===== src/rtl/cpu_bus_sequencer.sv =====
// ============================================================================
// Module      : cpu_bus_sequencer
// Description : Serialises 32-bit CPU bus accesses onto an 8-bit pin interface
//               (header byte, 4 address bytes, optional 4 read-data bytes).
// Revision    : 1.0 - initial release
// ============================================================================
`default_nettype none

module cpu_bus_sequencer #(
    parameter int         TIMEOUT  = 255,
    parameter logic [7:0] HDR_MARK = 8'hFF
) (
    input  logic        clk,
    input  logic        rst,
    input  logic        cpu_req,
    input  logic        cpu_we,
    input  logic [31:0] cpu_addr,
    input  logic [31:0] cpu_wdata,
    output logic [31:0] cpu_rdata,
    output logic        cpu_done,
    output logic        cpu_err,
    output logic        busy,
    output logic [7:0]  addr_out,
    output logic [7:0]  data_out,
    output logic [7:0]  data_oe,
    input  logic [7:0]  data_in,
    output logic        strobe,
    input  logic        ext_rdy
);

    localparam logic [2:0] c_ST_IDLE  = 3'd0;
    localparam logic [2:0] c_ST_HDR   = 3'd1;
    localparam logic [2:0] c_ST_ADDR  = 3'd2;
    localparam logic [2:0] c_ST_WAIT  = 3'd3;
    localparam logic [2:0] c_ST_RDATA = 3'd4;
    localparam logic [2:0] c_ST_DONE  = 3'd5;

    localparam logic [15:0] c_TMO_LAST = (TIMEOUT == 0) ? 16'd0 : 16'(TIMEOUT - 1);

    logic [2:0]  r_state;
    logic [2:0]  w_state_nxt;
    logic [1:0]  r_idx;
    logic [15:0] r_timer;
    logic        r_we;
    logic [31:0] r_addr;
    logic [31:0] r_wdata;
    logic [31:0] r_rdata;
    logic        r_err;
    logic        w_tmo;

    // Timer equals the last permitted WAIT cycle; disabled when TIMEOUT is 0.
    assign w_tmo = (TIMEOUT != 0) && (r_timer == c_TMO_LAST);

    always_ff @(posedge clk) begin
        if (rst) begin
            r_state <= c_ST_IDLE;
        end else begin
            r_state <= w_state_nxt;
        end
    end

    always_comb begin
        w_state_nxt = r_state;
        cpu_done    = 1'b0;
        cpu_err     = 1'b0;
        busy        = (r_state != c_ST_IDLE);
        addr_out    = 8'h00;
        data_out    = 8'h00;
        data_oe     = 8'h00;
        strobe      = 1'b0;
        case (r_state)
            c_ST_IDLE: begin
                if (cpu_req) begin
                    w_state_nxt = c_ST_HDR;
                end
            end
            c_ST_HDR: begin
                addr_out    = HDR_MARK;
                data_out    = {7'b0, r_we};
                data_oe     = 8'hFF;
                strobe      = 1'b1;
                w_state_nxt = c_ST_ADDR;
            end
            c_ST_ADDR: begin
                addr_out = r_addr[{r_idx, 3'b000} +: 8];
                strobe   = 1'b1;
                if (r_we) begin
                    data_out = r_wdata[{r_idx, 3'b000} +: 8];
                    data_oe  = 8'hFF;
                end
                if (r_idx == 2'd3) begin
                    w_state_nxt = r_we ? c_ST_DONE : c_ST_WAIT;
                end
            end
            c_ST_WAIT: begin
                // A ready device takes priority over an expiring timer.
                if (ext_rdy) begin
                    w_state_nxt = c_ST_RDATA;
                end else if (w_tmo) begin
                    w_state_nxt = c_ST_DONE;
                end
            end
            c_ST_RDATA: begin
                strobe = 1'b1;
                if (r_idx == 2'd3) begin
                    w_state_nxt = c_ST_DONE;
                end
            end
            c_ST_DONE: begin
                cpu_done    = 1'b1;
                cpu_err     = r_err;
                w_state_nxt = c_ST_IDLE;
            end
            default: begin
                w_state_nxt = c_ST_IDLE;
            end
        endcase
    end

    always_ff @(posedge clk) begin
        if (rst) begin
            r_idx   <= 2'd0;
            r_timer <= 16'd0;
            r_we    <= 1'b0;
            r_addr  <= 32'd0;
            r_wdata <= 32'd0;
            r_rdata <= 32'd0;
            r_err   <= 1'b0;
        end else begin
            r_timer <= 16'd0;
            case (r_state)
                c_ST_IDLE: begin
                    r_idx <= 2'd0;
                    if (cpu_req) begin
                        r_we    <= cpu_we;
                        r_addr  <= cpu_addr;
                        r_wdata <= cpu_wdata;
                        r_err   <= 1'b0;
                    end
                end
                c_ST_ADDR: begin
                    r_idx <= (r_idx == 2'd3) ? 2'd0 : r_idx + 2'd1;
                end
                c_ST_WAIT: begin
                    if (!ext_rdy) begin
                        if (w_tmo) begin
                            r_err   <= 1'b1;
                            r_rdata <= 32'd0;
                        end else begin
                            r_timer <= r_timer + 16'd1;
                        end
                    end
                end
                c_ST_RDATA: begin
                    r_rdata[{r_idx, 3'b000} +: 8] <= data_in;
                    r_idx <= (r_idx == 2'd3) ? 2'd0 : r_idx + 2'd1;
                end
                default: begin
                    r_idx <= 2'd0;
                end
            endcase
        end
    end

    assign cpu_rdata = r_rdata;

endmodule

`default_nettype wire


===== config.mk =====
export PLATFORM = sky130hd
export DESIGN_NAME = cpu_bus_sequencer
export DESIGN_NICKNAME = d
export VERILOG_FILES = /design/src/rtl/cpu_bus_sequencer.sv
export SDC_FILE = /design/constraint.sdc
export NUM_CORES = 1
export LEC_CHECK = 0
export CAP_MARGIN = 0
export CORE_ASPECT_RATIO = 0.75
export CORE_MARGIN = 5
export CORE_UTILIZATION = 52
export DETAILED_ROUTE_END_ITERATION = 6
export PLACE_DENSITY = 0.84
export SYNTH_ARGS = -nofsm -noshare
export SYNTH_HDL_FRONTEND = slang
export SYNTH_SLANG_ARGS = --single-unit

===== constraint.sdc =====
create_clock -name clk -period 7.4 [get_ports clk]
set_input_delay 1.11 -clock clk [delete_from_list [all_inputs] [get_ports clk]]
set_output_delay 1.11 -clock clk [all_outputs]
set_load 0.03 [all_outputs]

==> flow_results.xml <==
<?xml version="1.0" encoding="UTF-8"?>
<metrics>
  <group name="detailed_routing">
    <metric name="detail_route.first_pass.iterations" unit="">5</metric>
    <metric name="via_per_inst" unit="">5.56</metric>
    <metric name="drcViolationCount" unit="">0</metric>
    <metric name="totalWireLength" unit="um">13600</metric>
    <metric name="drt-initial-drc-count" unit="">393</metric>
    <metric name="post_drt_wl_per_cell" unit="um">16.6</metric>
    <metric name="route.vias.total" unit="">4548</metric>
    <metric name="drtAntennaViolNets" unit="">0</metric>
  </group>
  <group name="power_and_ir_drop">
    <metric name="share_clk_of_total_power" unit="%">45.5</metric>
    <metric name="pwr-share-comb" unit="%">17.2</metric>
    <metric name="swShare" unit="%">26.6</metric>
    <metric name="power.density_cell_area" unit="nW/um2">273</metric>
    <metric name="power.static_leakage" unit="nW">2.55</metric>
    <metric name="power_switching" unit="mW">0.507</metric>
    <metric name="max-vdd-ir-drop" unit="uV">202</metric>
    <metric name="share_seq_of_total_power" unit="%">37.3</metric>
    <metric name="p_int" unit="mW">1.40</metric>
  </group>
  <group name="clock_network">
    <metric name="cts-resized-gates" unit="">0</metric>
    <metric name="clockBufferDepth" unit="">2</metric>
    <metric name="worstSkewPairLatency" unit="ns">0.41</metric>
    <metric name="cts-hold-fix-buffers" unit="">0</metric>
    <metric name="clk_tree_root_cell" unit="">sky130_fd_sc_hd__clkbuf_16</metric>
    <metric name="clock_tree_from_tritoncts" unit="">built</metric>
    <metric name="clk_pin_slew" unit="ns">0.05</metric>
    <metric name="post_cts.repair.setup_buffers" unit="">0</metric>
    <metric name="htree_levels" unit="">4</metric>
    <metric name="number_of_buffers_created_by_cts" unit="">17</metric>
    <metric name="clock_sinks" unit="">119</metric>
  </group>
  <group name="cells_and_area">
    <metric name="layout.core_utilization" unit="%">73.0</metric>
    <metric name="area_growth_syn_to_layout" unit="%">37.9</metric>
    <metric name="final_design_area_no_fill" unit="um2">6990</metric>
    <metric name="num_antenna_cells" unit="">0</metric>
    <metric name="drive_above_1_share" unit="%">9.18</metric>
    <metric name="nNetsFinal" unit="">758</metric>
    <metric name="num-fill-cells" unit="">672</metric>
  </group>
  <group name="critical_path">
    <metric name="critical_path.cell_chain" unit="">nor2b_1 &gt; nand3b_1 &gt; nor2b_1 &gt; clkdlybuf4s50_1</metric>
    <metric name="worstSetupPathType" unit="">flop to output pin</metric>
    <metric name="path_max_fanout" unit="">13</metric>
    <metric name="worstSetupEndpointType" unit="">output pin</metric>
    <metric name="critical_path_required" unit="ns">6.29</metric>
    <metric name="worst_ep_arrival_time" unit="ns">3.30</metric>
    <metric name="r2r_cells" unit="">6</metric>
    <metric name="timing.critical_path.buf_inv" unit="">1</metric>
    <metric name="crit_path_start_kind" unit="">flop</metric>
    <metric name="slowest_stage" unit="">sky130_fd_sc_hd__nor2b_1</metric>
    <metric name="worstSetupPathDepth" unit="">4</metric>
    <metric name="cpLargestDelayFamily" unit="">simple AND/OR/NAND/NOR gates</metric>
    <metric name="critical_path.max_stage_delay" unit="ns">0.84</metric>
    <metric name="most_frequent_cp_cell" unit="">sky130_fd_sc_hd__nor2b_1</metric>
  </group>
  <group name="sta">
    <metric name="finalCritPeriodShare" unit="%">59.6</metric>
    <metric name="finalWorstPathRequiredPeriod" unit="ns">4.41</metric>
    <metric name="rsz_0062_raised_after_global_routing" unit="">false</metric>
    <metric name="tightestPinTransition" unit="ns">1.17</metric>
    <metric name="finalMaxSlewViolations" unit="">0</metric>
    <metric name="setup_total_negative_slack" unit="ns">0</metric>
    <metric name="worst_slew_margin_rel" unit="%">21.7</metric>
    <metric name="skew" unit="ns">0.00933</metric>
    <metric name="report.final.hold_viol_count" unit="">0</metric>
    <metric name="finalSetupViolCount" unit="">0</metric>
    <metric name="timing.fmax" unit="GHz">0.227</metric>
  </group>
  <group name="placed_design">
    <metric name="post_dp_cell_area" unit="um2">6360</metric>
    <metric name="io_buffers" unit="">136</metric>
    <metric name="hpwl" unit="um">9070</metric>
    <metric name="gpl_congestion" unit="">0.807</metric>
  </group>
  <group name="yosys">
    <metric name="synthFlopType" unit="">sky130_fd_sc_hd__dfxtp_1</metric>
    <metric name="postSynthRegisterBits" unit="">119</metric>
    <metric name="post_synth_edffs" unit="">0</metric>
    <metric name="syn_avg_cell_area" unit="um2">8.99</metric>
    <metric name="synthesis.instances" unit="">564</metric>
    <metric name="ys_seq_area_share" unit="%">47.0</metric>
    <metric name="yosys_warnings" unit="">0</metric>
    <metric name="synth_cell_types" unit="">43</metric>
    <metric name="synth.net_count" unit="">649</metric>
    <metric name="postSynth.asyncResetShare" unit="%">0</metric>
    <metric name="synthesis.area" unit="um2">5070</metric>
  </group>
  <group name="floorplanning">
    <metric name="die_w" unit="um">124</metric>
    <metric name="initial_utilization" unit="%">52.9</metric>
    <metric name="coreArea" unit="um2">9580</metric>
    <metric name="io-pin-count" unit="">137</metric>
    <metric name="dieHeight" unit="um">95.5</metric>
    <metric name="area_of_the_die" unit="um2">11800</metric>
    <metric name="row_count" unit="">31</metric>
  </group>
  <group name="global_route">
    <metric name="grt_first_pass_wirelength" unit="um">21800</metric>
    <metric name="largest_net_degree_at_the_start_of_global_routing" unit="">78</metric>
    <metric name="via_count_of_the_first_global_routing_pass" unit="">4565</metric>
    <metric name="antenna_found_initial" unit="">0</metric>
    <metric name="track_usage" unit="%">23.7</metric>
    <metric name="gr-total-overflow" unit="">0</metric>
  </group>
  <group name="min_path">
    <metric name="hold_class" unit="">flop to flop</metric>
    <metric name="hold_path_depth" unit="">2</metric>
  </group>
  <group name="flow_run">
    <metric name="timing.max_cap.violations" unit="">0</metric>
  </group>
  <group name="run_status">
    <metric name="status" unit="">finished, final reports clean</metric>
  </group>
</metrics>
[routing by layer]
layer / GRT usage [%] / vias to the layer above / wire length, um
li1: - / 2175 / -
met1: 30.2 / 2116 / 5610
met2: 37.9 / 228 / 6410
met3: 7.41 / 29 / 1310
met4: 9.02 / 0 / 282
met5: 0 / - / 0
[kinds of logic after synthesis]
logic type	after synthesis	share of synthesized area, %
buffers and inverters	55	5.43
adder cells (fa/ha/maj)	8	1.97
AND/OR/NAND/NOR	227	20.0
flip-flops	119	47.0
AO/OA/AOI/OAI	123	15.7
XOR/XNOR	14	2.42
multiplexers	18	7.50
[registers in the layout, summed over array words and instances, names as in the netlist]
| name | count |
|---|---|
| r_addr | 32 |
| r_state | 3 |
| r_timer | 16 |
| r_wdata | 32 |
| r_err | 1 |
| cpu_rdata | 32 |
| r_we | 1 |
| r_idx | 2 |
[cell usage after synthesis (all sizes together) (2+ instances only)]
master,number,area [um2]
nand2,137,517
dfxtp,119,2380
a21oi,83,419
nor2,36,138
clkbuf,25,93.8
buf,23,155
a22o,16,140
a32o,16,160
mux4,16,360
xor2,11,96.3
nor2b,9,56.3
nor3,9,50.1
and3,8,50.1
ha,8,100
inv,7,26.3
nand3,6,30.0
nand4,6,37.5
and4,5,46.3
and2,3,18.8
xnor2,3,26.3
a221oi,2,30.0
mux2i,2,20.0
o21ai,2,10.0
[cells in the final DEF (no fill, tap or decap), types with 3 or more instances in the layout]
| cell type | instances |
|---|---|
| sky130_fd_sc_hd__mux4_2 | 16 |
| sky130_fd_sc_hd__clkinv_2 | 5 |
| sky130_fd_sc_hd__clkdlybuf4s50_1 | 135 |
| sky130_fd_sc_hd__a22o_1 | 16 |
| sky130_fd_sc_hd__nor2_1 | 35 |
| sky130_fd_sc_hd__clkbuf_16 | 17 |
| sky130_fd_sc_hd__nor2b_1 | 9 |
| sky130_fd_sc_hd__and4_1 | 4 |
| sky130_fd_sc_hd__dfxtp_1 | 119 |
| sky130_fd_sc_hd__nor3_1 | 8 |
| sky130_fd_sc_hd__inv_1 | 7 |
| sky130_fd_sc_hd__a32o_1 | 16 |
| sky130_fd_sc_hd__xor2_1 | 11 |
| sky130_fd_sc_hd__nand2_1 | 135 |
| sky130_fd_sc_hd__bufinv_16 | 4 |
| sky130_fd_sc_hd__nand3_1 | 6 |
| sky130_fd_sc_hd__nand4_1 | 6 |
| sky130_fd_sc_hd__xnor2_1 | 3 |
| sky130_fd_sc_hd__and3_1 | 8 |
| sky130_fd_sc_hd__a21oi_1 | 82 |
| sky130_fd_sc_hd__ha_1 | 8 |
[metrics by stage]
stage | setup slack [ns] | hold slack [ns] | cells | total power [mW]
finish | 2.99 | 0.453 | 818 | 1.91
global route | 2.83 | 0.469 | 818 | 1.98
CTS | 3.04 | 0.453 | 818 | 1.91
detailed placement | 3.51 | 0.446 | 786 | 1.05
global placement | 3.61 | 0.440 | 786 | 1.04
floorplan | 4.11 | 0.433 | 564 | 0.932
[power by group through the flow]
| stage | Sequential [mW] | Combinational [mW] | Clock, mW |
|---|---|---|---|
| finish | 0.711 | 0.328 | 0.867 |
| global route | 0.715 | 0.358 | 0.909 |
| CTS | 0.710 | 0.329 | 0.873 |
| detailed placement | 0.722 | 0.326 | 0 |
| global placement | 0.719 | 0.319 | 0 |
| floorplan | 0.711 | 0.220 | 0 |
[worst register-to-register path: stages (launching register included)]
cell and delay [ns]:
sky130_fd_sc_hd__dfxtp_1 1.05, sky130_fd_sc_hd__inv_1 0.24, sky130_fd_sc_hd__ha_1 0.43, sky130_fd_sc_hd__nor2_1 0.13, sky130_fd_sc_hd__nand2_1 0.06, sky130_fd_sc_hd__nor3_1 0.75
sky130_fd_sc_hd__a22o_1 0.25
[layout make-up]
| type | count | area, um2 | share of cell area (%) |
|---|---|---|---|
| clock buffers | 19 | 453 | 6.48 |
| repair buffers | 138 | 1370 | 19.6 |
| clock inverters | 13 | 178 | 2.54 |
| well taps | 132 | 165 | 2.36 |
| flip-flops and latches | 119 | 2380 | 34.1 |
| inverters | 7 | 26.3 | 0.376 |
| multi-input cells | 390 | 2420 | 34.6 |
[worst paths after layout]
path / from / end / slack, ns
worst min-delay path: r_addr[21] / r_addr[21] / 0.45
worst max-delay path: r_state[1] / data_out[7] / 2.99
worst min register to register: r_addr[21] / r_addr[21] / 0.45
worst max register to register: r_idx[1] / cpu_rdata[1] / 4.43
Power figures use the tool's default switching activity.
==> RTL edit 1, RTL diff (same settings) <==
Register the output `cpu_err`; this adds one clock of latency there. The other outputs are not delayed to match.
--- a/src/rtl/cpu_bus_sequencer.sv
+++ b/src/rtl/cpu_bus_sequencer.sv
@@ -37,6 +37,8 @@
 
     localparam logic [15:0] c_TMO_LAST = (TIMEOUT == 0) ? 16'd0 : 16'(TIMEOUT - 1);
 
+    logic cpu_err_d;
+
     logic [2:0]  r_state;
     logic [2:0]  w_state_nxt;
     logic [1:0]  r_idx;
@@ -62,7 +64,7 @@
     always_comb begin
         w_state_nxt = r_state;
         cpu_done    = 1'b0;
-        cpu_err     = 1'b0;
+        cpu_err_d   = 1'b0;
         busy        = (r_state != c_ST_IDLE);
         addr_out    = 8'h00;
         data_out    = 8'h00;
@@ -108,7 +110,7 @@
             end
             c_ST_DONE: begin
                 cpu_done    = 1'b1;
-                cpu_err     = r_err;
+                cpu_err_d   = r_err;
                 w_state_nxt = c_ST_IDLE;
             end
             default: begin
@@ -164,6 +166,10 @@
 
     assign cpu_rdata = r_rdata;
 
+    always_ff @(posedge clk) begin
+        cpu_err <= cpu_err_d;
+    end
+
 endmodule
 
 `default_nettype wire
Check against the original RTL: no difference found for any inputs over 4 cycles, from zero or initial values and one cycle with rst high; that may be too few to reach the edited logic, so the function may still have changed.
==> RTL edit 1 against the unedited design <==
- area after synthesis up 0.35%
- power decreased by 4.5%
- sequential cell count up 1
- worst setup slack improved by 0.065 ns
- global-route usage is 0.12 points lower
- design area decreased by 0.73%
- routed wire length increased by 3.9%
- fmax grew 1.5%
==> RTL edit 1: results (changes against the unedited design) <==
stage,metric,value,unit,change
grt,met2 usage,0.393,,was 0.379
cells_and_area,Layout fillers,707,,was 672
power_and_ir_drop,Sequential Power Share,0.395,,was 0.373
grt,vias in the first global route,4428,,"was 4,565"
cells_and_area,count of multi-input gates,390,,unchanged
placement,GPL Wtd Cong,0.814,,was 0.807
placement,post-place setup slack,3.46,ns,was 3.51 ns
synthesis,Commonest cells post-synth,"136 x nand2_1, 120 x dfxtp_1, 81 x a21oi_1",,"was 136 x nand2_1, 119 x dfxtp_1, 82 x a21oi_1"
drt,starting DRC count in detailed routing,448,,was 393
grt,global routing usage on met3,0.0571,,was 0.0741
cells_and_area,Seq/total area,0.346,,was 0.341
synthesis,Netlist cell types,44,,was 43
cells_and_area,"Buffers, non-clock",138,,unchanged
synthesis,mux contribution to synthesized area,0.0748,,was 0.0750
setup_path,crit-path max cell delay,0.88,ns,was 0.84 ns
synthesis,Area contributors post-synth,"dfxtp_1 47%, nand2_1 10%, a21oi_1 8.0%",,"was dfxtp_1 47%, nand2_1 10%, a21oi_1 8.1%"
cells_and_area,layout net count,759,,was 758
drt,met3 wire len,882,µm,was 1310 µm
cells_and_area,area occupied by multi-input gates,0.00242,mm²,about the same
sta,Worst Skew,0.00742,ns,was 0.00933 ns
cells_and_area,fraction of final layout cells sized beyond drive strength 1,0.0844,,was 0.0918
synthesis,Seq cells post-synth,120,,was 119
drt,WL/cell,17.3,µm,was 16.6 µm
clock_tree,Max Buffers Root-to-Sink,2,,unchanged
synthesis,register area share after synthesis,0.472,,was 0.470
placement,DPL Wire Length,9360,µm,was 9070 µm
cells_and_area,Layout clock buffers,23,,was 19
grt,largest net degree at the start of global routing,78,,unchanged
grt,met1 usage,0.297,,was 0.302
drt,M1 WL,6150,µm,was 5610 µm
grt,all-layer global routing usage,0.236,,was 0.237
synthesis,xor/xnor share of the synthesized area,0.0241,,was 0.0242
status,status,finished clean,,unchanged
synthesis,post-synthesis adder-cell area fraction,0.0197,,about the same
cells_and_area,clock-cell share of area,0.0804,,was 0.0902
cells_and_area,non-clk buf share,0.198,,was 0.196
power_and_ir_drop,Leak,2.53,nW,was 2.55 nW
synthesis,async set-reset flop share out of synthesis,0,,unchanged
setup_path,arrival time at the worst endpoint,3.24,ns,was 3.30 ns
power_and_ir_drop,Max IR drop VDD,0.000211,V,was 0.000202 V
synthesis,Syn Nets,650,,was 649
synthesis,complex-gate fraction of the synthesized area,0.157,,about the same
drt,met2 wire length,6820,µm,was 6410 µm
sta,slew of the pin with the lowest slew margin,1.19,ns,was 1.17 ns
grt,first-pass GRT wire length,22400,µm,"was 21,800 µm"
synthesis,Yosys Warn Count,0,,unchanged
drt,vias per inst,5.65,,was 5.56
power_and_ir_drop,P_sw,0.493,mW,was 0.507 mW
RTL edit 1: changes by cell type in the layout (fill, tap and decap cells not counted), sizes merged:
cell | before | now
dfxtp | 119 | 120
nor2 | 36 | 37
a22oi | 0 | 1
clkbuf | 19 | 23
bufinv | 4 | 2
nor3 | 9 | 8
a21oi | 83 | 82
clkinv | 7 | 5
RTL edit 1: worst paths after layout:
check,slack (ns),end,cells after the start,from
worst min register to register,0.45,r_wdata[31],2,r_wdata[31]
worst max register to register,4.40,cpu_rdata[2],6,r_idx[1]
worst min-delay path,0.45,r_wdata[31],2,r_wdata[31]
worst max-delay path,3.05,data_out[1],4,r_state[1]
RTL edit 1: per-stage QoR:
stage	hold WS, ns	cells	total power [mW]	area [µm²]
finish	0.453	819	1.82	6940
global route	0.472	819	1.89	6940
CTS	0.455	819	1.83	6940
detailed placement	0.448	787	1.05	6380
global placement	0.440	787	1.04	6380
floorplan	0.433	565	0.937	5090
==> RTL edit 2, RTL diff (same flow settings) <==
Made on the original files. The parameter `TIMEOUT` goes from 255 to 127.
--- a/src/rtl/cpu_bus_sequencer.sv
+++ b/src/rtl/cpu_bus_sequencer.sv
@@ -7,7 +7,7 @@
 `default_nettype none
 
 module cpu_bus_sequencer #(
-    parameter int         TIMEOUT  = 255,
+    parameter int         TIMEOUT  = 127,
     parameter logic [7:0] HDR_MARK = 8'hFF
 ) (
     input  logic        clk,
Formal check against the unedited RTL: no difference found for any inputs over 4 cycles, from zero or initial values and one cycle with rst high; that may be too few to reach the edited logic, so the function may still have changed.
==> RTL edit 2 against the unedited design <==
- clock power rose by 6.0%
- routed wire length rose by 1.6%
- register-to-register slack improved by 0.13 ns
- fmax rose by 2.2%
- count of clock-buffer cells in the layout did not move
- sequential cell count did not move
- non-clock buffer count rose by 1
- synthesized cell count rose by 1.1%
- worst setup slack improved by 0.094 ns
- worst hold slack improved by 0.00055 ns
- area after synthesis rose by 2.5%
- power rose by 3.0%
- core utilization rose by 1.0 points
- design area rose by 2.6%
==> RTL edit 2: results (changes against the unedited design) <==
stage,metric,value,unit,change
sta,Min Hold Slack,0.454,ns,was 0.453 ns
cells_and_area,fraction of final layout cells sized beyond drive strength 1,0.106,,was 0.0918
status,status,finished clean,,unchanged
drt,starting DRC count in detailed routing,372,,was 393
setup_path,crit path max fanout,12,,was 13
synthesis,complex-gate fraction of the synthesized area,0.152,,was 0.157
cells_and_area,Layout Utilization,0.740,,was 0.730
sta,Worst Skew,0.00860,ns,was 0.00933 ns
placement,DPL Wire Length,9020,µm,was 9070 µm
placement,GPL Wtd Cong,0.843,,was 0.807
setup_path,worst r2r path cells,4,,was 6
synthesis,Netlist cell types,46,,was 43
placement,post-place setup slack,3.58,ns,was 3.51 ns
grt,largest net degree at the start of global routing,86,,was 78
grt,vias in the first global route,4658,,"was 4,565"
synthesis,async set-reset flop share out of synthesis,0,,unchanged
cells_and_area,Layout fillers,663,,was 672
worst_hold_path,Hold Crit Start,r_addr[5],,was r_addr[21]
synthesis,Syn Nets,655,,was 649
setup_path,CP max-delay cell,clkdlybuf4s50_1,,was nor2b_1
synthesis,mux contribution to synthesized area,0.0732,,was 0.0750
setup_path,reg2reg setup slack,4.56,ns,was 4.43 ns
sta,Max Freq,0.232,GHz,was 0.227 GHz
placement,Placement Cell Area,0.00652,mm²,was 0.00636 mm²
cells_and_area,layout net count,769,,was 758
setup_path,CP Launch Point,r_state[1],,unchanged
grt,initial antenna violation count,0,,unchanged
setup_path,crit-path max cell delay,0.70,ns,was 0.84 ns
power_and_ir_drop,Max IR drop VDD,0.000195,V,was 0.000202 V
worst_hold_path,hold path endpoint,r_addr[5],,was r_addr[21]
synthesis,post-synthesis adder-cell area fraction,0.0193,,was 0.0197
drt,vias per inst,5.59,,was 5.56
synthesis,Commonest cells post-synth,"135 x nand2_1, 119 x dfxtp_1, 81 x a21oi_1",,"was 136 x nand2_1, 119 x dfxtp_1, 82 x a21oi_1"
setup_path,Critical R2R Capture,cpu_rdata[4],,was cpu_rdata[1]
synthesis,xor/xnor share of the synthesized area,0.0236,,was 0.0242
power_and_ir_drop,internal power,1.45,mW,was 1.40 mW
setup_path,Worst Setup EP,data_out[1],,was data_out[7]
grt,first-pass GRT wire length,22500,µm,"was 21,800 µm"
drt,Pre-antenna DRT Iters,7,,was 5
setup_path,arrival time at the worst endpoint,3.21,ns,was 3.30 ns
drt,WL/cell,16.7,µm,was 16.6 µm
grt,all-layer global routing usage,0.234,,was 0.237
synthesis,Area contributors post-synth,"dfxtp_1 46%, nand2_1 9.8%, a21oi_1 7.8%",,"was dfxtp_1 47%, nand2_1 10%, a21oi_1 8.1%"
==> RTL edit 2: changes by cell type in the layout (fill, tap and decap cells not counted), sizes merged, moves of 6 or more <==
cell,delta
and3,-6
nor2b,+7
a22o,+16
a32o,-16
==> RTL edit 2: layout make-up <==
type | instances | area share
Multi-Input combinational cell | 400 | 0.357
Sequential cell | 119 | 0.332
Timing Repair Buffer | 139 | 0.192
Clock buffer | 19 | 0.0603
Clock inverter | 13 | 0.0316
Tap cell | 132 | 0.0230
Inverter | 7 | 0.00401
==> RTL edit 2: cell families after synthesis <==
family,after synthesis
simple gates,236
buf+inv,51
flops,119
compound gates,124
mux,18
xor+xnor,14
fa+ha+maj,8
==> RTL edit 2: critical path: cells and delay by family, from the launching register on <==
| kind | cells | cell delay, ns |
|---|---|---|
| buffers and inverters | 2 | 0.78 |
| DFF | 1 | 0.57 |
| and+or+nand+nor | 3 | 1.43 |
==> RTL edit 2: power groups by stage <==
stage	Clock, mW	Combinational, mW	Sequential, mW
floorplan	0	0.224	0.712
global placement	0	0.322	0.721
detailed placement	0	0.327	0.724
CTS	0.926	0.332	0.712
global route	0.958	0.363	0.717
finish	0.919	0.331	0.713
==> RTL edit 2: through the flow <==
stage | cells | power, mW
floorplan | 570 | 0.936
global placement | 797 | 1.04
detailed placement | 797 | 1.05
CTS | 829 | 1.97
global route | 829 | 2.04
finish | 829 | 1.96
==> RTL edit 2: per-layer routing <==
| metal | global-route usage | wire length [µm] | up-vias |
|---|---|---|---|
| met5 | 0 | 0 | - |
| met4 | 0.101 | 277 | 0 |
| met3 | 0.0665 | 982 | 30 |
| met2 | 0.397 | 6730 | 179 |
| met1 | 0.283 | 5840 | 2225 |
| li1 | - | - | 2200 |
